<file path="config.mk">
export PLATFORM = sky130hd
export DESIGN_NAME = spi_master_frame_ctrl
export DESIGN_NICKNAME = d
export VERILOG_FILES = /design/src/rtl/spi_master_frame_ctrl.sv
export SDC_FILE = /design/constraint.sdc
export NUM_CORES = 1
export LEC_CHECK = 0
export CAP_MARGIN = 20
export CORE_ASPECT_RATIO = 1.2
export CORE_MARGIN = 4
export CORE_UTILIZATION = 55
export CTS_CLUSTER_SIZE = 14
export DETAILED_ROUTE_END_ITERATION = 12
export GPL_TIMING_DRIVEN = 0
export HOLD_SLACK_MARGIN = 0.06
export PLACE_DENSITY = 0.81
export SYNTH_ARGS = -nofsm -noshare
export SYNTH_HDL_FRONTEND = slang
export SYNTH_SLANG_ARGS = --single-unit
</file>
<file path="constraint.sdc">
create_clock -name clk -period 2.5 [get_ports clk]
set_input_delay 0.75 -clock clk [delete_from_list [all_inputs] [get_ports clk]]
set_output_delay 0.75 -clock clk [all_outputs]
set_load 0.02 [all_outputs]
</file>
<file path="src/rtl/spi_master_frame_ctrl.sv">
// SPI master frame sequencer: drives cs/sclk for one framed transfer per start,
// with programmable cs setup, hold and inter-frame gap.
module spi_master_frame_ctrl #(
    parameter int FRAME_BITS      = 64,
    parameter int SCLK_HALFPERIOD = 1,
    parameter int CS_SETUP        = 1,
    parameter int CS_HOLD         = 1,
    parameter int MIN_GAP         = 2,
    parameter bit CPOL            = 1'b0
) (
    input  logic                              clk,
    input  logic                              rst,
    input  logic                              start,
    output logic                              cs,
    output logic                              sclk,
    output logic                              busy,
    output logic                              done,
    output logic                              overrun,
    output logic [$clog2(FRAME_BITS+1)-1:0]   bit_cnt
);

    localparam int BW    = $clog2(FRAME_BITS + 1);
    localparam int MAX_A = (CS_SETUP > CS_HOLD) ? CS_SETUP : CS_HOLD;
    localparam int MAX_B = (MIN_GAP > SCLK_HALFPERIOD) ? MIN_GAP : SCLK_HALFPERIOD;
    localparam int MAX_C = (MAX_A > MAX_B) ? MAX_A : MAX_B;
    localparam int CW    = $clog2(MAX_C + 1);

    localparam logic [CW-1:0] SETUP_LAST = CW'((CS_SETUP > 0) ? CS_SETUP - 1 : 0);
    localparam logic [CW-1:0] HOLD_LAST  = CW'((CS_HOLD > 0) ? CS_HOLD - 1 : 0);
    localparam logic [CW-1:0] GAP_LAST   = CW'((MIN_GAP > 0) ? MIN_GAP - 1 : 0);
    localparam logic [CW-1:0] HALF_LAST  = CW'(SCLK_HALFPERIOD - 1);
    localparam logic [BW-1:0] LAST_BIT   = BW'(FRAME_BITS - 1);
    localparam logic [BW-1:0] FULL       = BW'(FRAME_BITS);

    typedef enum logic [2:0] {
        IDLE,
        SETUP,
        SHIFT,
        HOLD,
        GAP
    } state_t;

    state_t        state;
    logic [CW-1:0] cnt;
    logic [CW-1:0] hcnt;
    logic          pending;
    logic          shift_end;
    logic          fin;
    logic          gap_end;
    logic          go;

    // Last SHIFT cycle: the half-period that returns sclk to idle for the final bit
    assign shift_end = (state == SHIFT) && (sclk != CPOL) &&
                       (hcnt == HALF_LAST) && (bit_cnt == LAST_BIT);
    // Edge on which cs returns high
    assign fin       = ((state == HOLD) && (cnt == HOLD_LAST)) ||
                       ((CS_HOLD == 0) && shift_end);
    assign gap_end   = (state == GAP) && (cnt == GAP_LAST);
    assign go        = ((state == IDLE) || gap_end) && (start || pending);

    always_ff @(posedge clk) begin
        if (rst) begin
            state   <= IDLE;
            cs      <= 1'b1;
            sclk    <= CPOL;
            busy    <= 1'b0;
            done    <= 1'b0;
            overrun <= 1'b0;
            pending <= 1'b0;
            bit_cnt <= '0;
            cnt     <= '0;
            hcnt    <= '0;
        end else begin
            done <= fin;
            if (go) begin
                cs      <= 1'b0;
                busy    <= 1'b1;
                sclk    <= CPOL;
                bit_cnt <= '0;
                overrun <= 1'b0;
                pending <= 1'b0;
                cnt     <= '0;
                hcnt    <= '0;
                state   <= (CS_SETUP > 0) ? SETUP : SHIFT;
            end else begin
                unique case (state)
                    IDLE: begin
                        busy <= 1'b0;
                    end
                    SETUP: begin
                        if (start) overrun <= 1'b1;
                        if (cnt == SETUP_LAST) begin
                            state <= SHIFT;
                            cnt   <= '0;
                        end else begin
                            cnt <= cnt + 1'b1;
                        end
                    end
                    SHIFT: begin
                        if (start) begin
                            if (fin) pending <= 1'b1;
                            else     overrun <= 1'b1;
                        end
                        if (hcnt == HALF_LAST) begin
                            hcnt <= '0;
                            sclk <= ~sclk;
                            if (sclk != CPOL && bit_cnt != FULL)
                                bit_cnt <= bit_cnt + 1'b1;
                        end else begin
                            hcnt <= hcnt + 1'b1;
                        end
                        if (shift_end) begin
                            cnt <= '0;
                            if (CS_HOLD > 0) begin
                                state <= HOLD;
                            end else begin
                                cs <= 1'b1;
                                if (MIN_GAP > 0) begin
                                    state <= GAP;
                                end else begin
                                    state <= IDLE;
                                    busy  <= 1'b0;
                                end
                            end
                        end
                    end
                    HOLD: begin
                        if (start) begin
                            if (fin) pending <= 1'b1;
                            else     overrun <= 1'b1;
                        end
                        if (fin) begin
                            cs  <= 1'b1;
                            cnt <= '0;
                            if (MIN_GAP > 0) begin
                                state <= GAP;
                            end else begin
                                state <= IDLE;
                                busy  <= 1'b0;
                            end
                        end else begin
                            cnt <= cnt + 1'b1;
                        end
                    end
                    GAP: begin
                        if (start) begin
                            if (pending) overrun <= 1'b1;
                            else         pending <= 1'b1;
                        end
                        if (gap_end) begin
                            state <= IDLE;
                            busy  <= 1'b0;
                        end else begin
                            cnt <= cnt + 1'b1;
                        end
                    end
                    default: begin
                        state <= IDLE;
                    end
                endcase
            end
        end
    end

endmodule

</file>
# Yosys cells after proc, flatten, opt, wreduce, memory -nomap -nowiden
# Index checks and enable logic that the tools add are counted.
[classes]
add_sub_neg = 3
n_eq_ne = 23
n_bitwise = 2
n_mux = 26
reduce_logical = 29
[op_table]
columns = ["cell", "n"]
rows = [
  ["$ne A2 B2 Y1 const B", 10],
  ["$pmux W3 S5", 1],
  ["$mux W1", 12],
  ["$mux W3", 4],
  ["$ne A3 B3 Y1 const B", 4],
  ["$mux W2", 5],
  ["$reduce_and A5 Y1", 2],
  ["$pmux W2 S4", 1],
  ["$add A7 B1 Y7 const B", 1],
  ["$eq A7 B6 Y1 const B", 1],
  ["$logic_and A1 B1 Y1", 7],
  ["$ne A7 B7 Y1 const B", 1],
  ["$eq A3 B2 Y1 const B", 2],
  ["$reduce_and A2 Y1", 3],
  ["$reduce_and A3 Y1", 2],
  ["$reduce_and A6 Y1", 1],
  ["$reduce_bool A2 Y1", 3],
  ["$reduce_bool A3 Y1", 2],
  ["$add A2 B1 Y2 const B", 2],
  ["$logic_not A2 Y1", 2],
  ["$ne A2 B1 Y1 const B", 2],
  ["$pmux W1 S2", 2],
  ["$reduce_and A4 Y1", 1],
  ["$reduce_bool A4 Y1", 1],
  ["8 further kinds", 11],
]
[word_totals]
input_bits = 3
out_inout_bits = 12
wordCells = 94
ff_bits = 20

# Logic depth before layout (Yosys ltp)
[depth]
word_depth = 7
depth_mapped = 6

# Least setup slack after synthesis
# No wires, ideal clock.
[synth_path]
path_type = "register to register"
startpoint = "reg bit_cnt[0]"
endpoint = "reg bit_cnt[3]"
arrival_time_ns = 1.727
setup_time_ns = 0.070
setup_slack_ns = 0.703
period_less_slack_ns = 1.797
required_ns = 2.430
stages_incl_launch_ff = 7
path_cell_list = "dfxtp_1 -> inv_1 -> ha_1 -> nor4bb_1 -> a211o_4 -> or3_1 -> a21oi_1"
[synth_via]
elab_chain_len = 3
word_cells_on_any_way = 4
classes_between = "1 x add/sub; 1 x eq/ne; 2 x reduce/logical"
[synth_rtl]
columns = ["item", "line_no", "rtl"]
rows = [
  ["from (decl)", "19", "output logic [$clog2(FRAME_BITS+1)-1:0] bit_cnt"],
  ["from (signal assigned)", "108", "bit_cnt <= bit_cnt + 1'b1;"],
  ["parallel branches: the longest is 3 deep, another holds $add A7 B1 Y7", "--", ""],
]
# Several ways; the timed one is not identified.
# A chain may end at the register's enable or synchronous reset.

# Worst setup path in the final report
[layout_path]
startpoint = "reg bit_cnt[2]"
endpoint = "out bit_cnt[2]"
# No word-level cell between the ends.

==> flow_summary.toml <==
[outcome]
status = "finished, final reports clean"

[global_routing]
antenna_found_initial = 0
grt_max_degree = 11
grt_pass1_vias = 876
grt_use_total_pct = 18.1
grt-ovfl-total = 0
grt_pass1_wl_um = 3670

[clocking]
cts_buffer_depth = 2
cts_made_buffers = 3
path_clk_slew_ns = 0.11
hold_buffers = 0
htreeDepth = 1
cts_resized = 0
clkLatencyLatePin_ns = 0.30
postCtsSetupBuffers = 0
cts_tree = "done"
root_buffer = "clkbuf_4"
cts.sinks = 20

[run]
maxCapViolations = 0

[critical_path]
crit_buf_inv = 1
startpoint_type = "register"
crit_family = "buffers and inverters"
cp.arrival_ns = 1.40
critPathMaxStageDelay_ns = 0.65
worstSetupPathType = "register to primary output"
cp_slowest_cell = "clkdlybuf4s50_1"
crit_chain = "clkdlybuf4s50_1"
crit_fanout = 7
endpoint_kind = "primary output"
required_ns = 1.75

[layout]
fin_nets = 151
drive_gt1_share_pct = 8.63
final_util_pct = 68.0
diodes = 0
area_delta_synth_final_pct = 17.4

[place]
port_buffers = 14
place_hpwl_um = 1670
place.gp.congestion = 0.829

[detailed_routing]
routedWlPerCell_um = 13.5
drtIter0Drc = 13
dr_total_vias = 907
viasPerCell = 5.74
ant_nets = 0
firstDrtPassIters = 4
wl_um = 2130
post-route-drc-count = 0

[logic_synthesis]
synth_area_leaders = "dfxtp_1 (37%), ha_1 (8.2%), nor2_1 (5.3%)"
synthTopCellsByCount = "dfxtp_1 (20), nor2_1 (15), inv_1 (11)"
netlist_instances = 122
synth_edf_count = 0
synth-warning-count = 0
ys_seq_elements = 20
synth_top_cell_by_area = "dfxtp_1"
synth_cell_types = 35
async_flop_share_pct = 0
ys.flop_type = "dfxtp_1"
netlist_area_mm2 = 0.00107
yosysSeqAreaShare_pct = 37.4
syn_nets = 132
syn_area_per_cell_um2 = 8.78
synth_top_cell_area_share_pct = 37.4
synth.most_common_cell = "dfxtp_1"

[floorplanning]
die_area_mm2 = 0.00272
die_h_um = 56.3
die_w_um = 48.3
start_util_pct = 57.9
ios = 15
rows = 17
core_mm2 = 0.00185

[timing]
maxClockFrequency_mhz = 466
fin_crit_sh_pct = 85.8
relSlewSlack_pct = 49.5
finalSetupViolCount = 0
rsz0062_at_grt = "false"
finClkSkew_ns = 0.00241
fin_tns_setup_ns = 0
worst_slew_pin_slew_ns = 0.751
hold_ws_ns = 0.471
hold_violations = 0
finalCriticalPeriod_ns = 2.15
final_max_slew_viol_count = 0

[power_and_ir_drop]
p_leak_nw = 0.440
power_w = 0.000556
vdd.ir_drop.worst_v = 0.000271
powerDensity_mw_per_mm2 = 442

[min_path]
hold_path_class = "register to register"
==> path summary, 6_finish.rpt <==
kind | from | endpoint | slack, ns | cells after the start
setup / recovery | bit_cnt[2] | bit_cnt[2] | 0.35 | 1
hold / removal | sclk | sclk | 0.47 | 2
setup reg to reg | hcnt[0] | cnt[0] | 0.62 | 6
hold reg to reg | sclk | sclk | 0.47 | 2
==> metal layers <==
metal / global-route usage, % / wire (um) / vias to the layer above
li1: - / - / 466
met1: 22.1 / 953 / 409
met2: 29.1 / 1020 / 25
met3: 2.88 / 88 / 7
met4: 8.85 / 66 / 0
met5: 0 / 0 / -
==> report_power, final <==
group          internal, W  leakage (nW)  total [W]  switching (W)
sequential        0.000326         0.162   0.000332     0.00000554
clock            0.0000562        0.0138   0.000151      0.0000948
combinational    0.0000322         0.264  0.0000732      0.0000411
total             0.000414         0.440   0.000556       0.000141
==> layout make-up <==
class,count,area [um^2]
flip-flops and latches,20,400
multi-input cells,88,612
fillers,157,593
well taps,19,23.8
plain buffers,3,17.5
clock buffers,3,22.5
inverters,11,41.3
repair buffers,14,140
==> placed cells by master (no fill, tap or decap), types with 2 or more instances in the layout <==
master           count
inv_1               11
xnor2_1              3
or4_1                2
clkbuf_4             3
nor3_1               3
or2b_1               2
nand2_1              7
buf_2                2
xor2_1               2
or2_2                2
nor2_1              15
nor4_1               2
clkdlybuf4s50_1     14
nor3b_1              2
o31ai_1              2
o2111ai_1            2
ha_1                 7
a21oi_1              9
nand3b_1             2
dfxtp_1             20
or3_1                3
nand3_1              5
o21ai_0              5
==> worst register-to-register path: stages (launching register included) <==
cell and delay, ns:
dfxtp_1 0.31, inv_1 0.09, ha_1 0.23, nand4bb_4 0.16, nor4_1 0.69, o2111ai_1 0.22, o31ai_1 0.10
==> stage by stage <==
stage                     worst slack, ns  cells  cell area [um^2]
final                               0.355    158              1260
after global routing                0.290    158              1260
after CTS                           0.349    158              1260
after detailed placement            0.243    155              1230
after global placement              0.245    155              1230
after floorplan                     0.703    122              1070
==> flip-flops by register name, indices dropped and copies added (netlist names) <==
name	flops
bit_cnt	7
busy	1
cnt	2
cs	1
done	1
hcnt	2
overrun	1
pending	1
sclk	1
state	3
==> cells by family after synthesis <==
kind of cell             after synthesis  share of synthesized area (%)
buffers and inverters                 14                           5.49
multiplexers                           1                          0.935
flip-flops                            20                           37.4
AND/OR/NAND/NOR                       50                           26.6
adder cells (fa/ha/maj)                7                           8.18
XOR/XNOR                               5                           4.09
AO/OA/AOI/OAI                         25                           17.3
(Power assumes the default switching activity.)
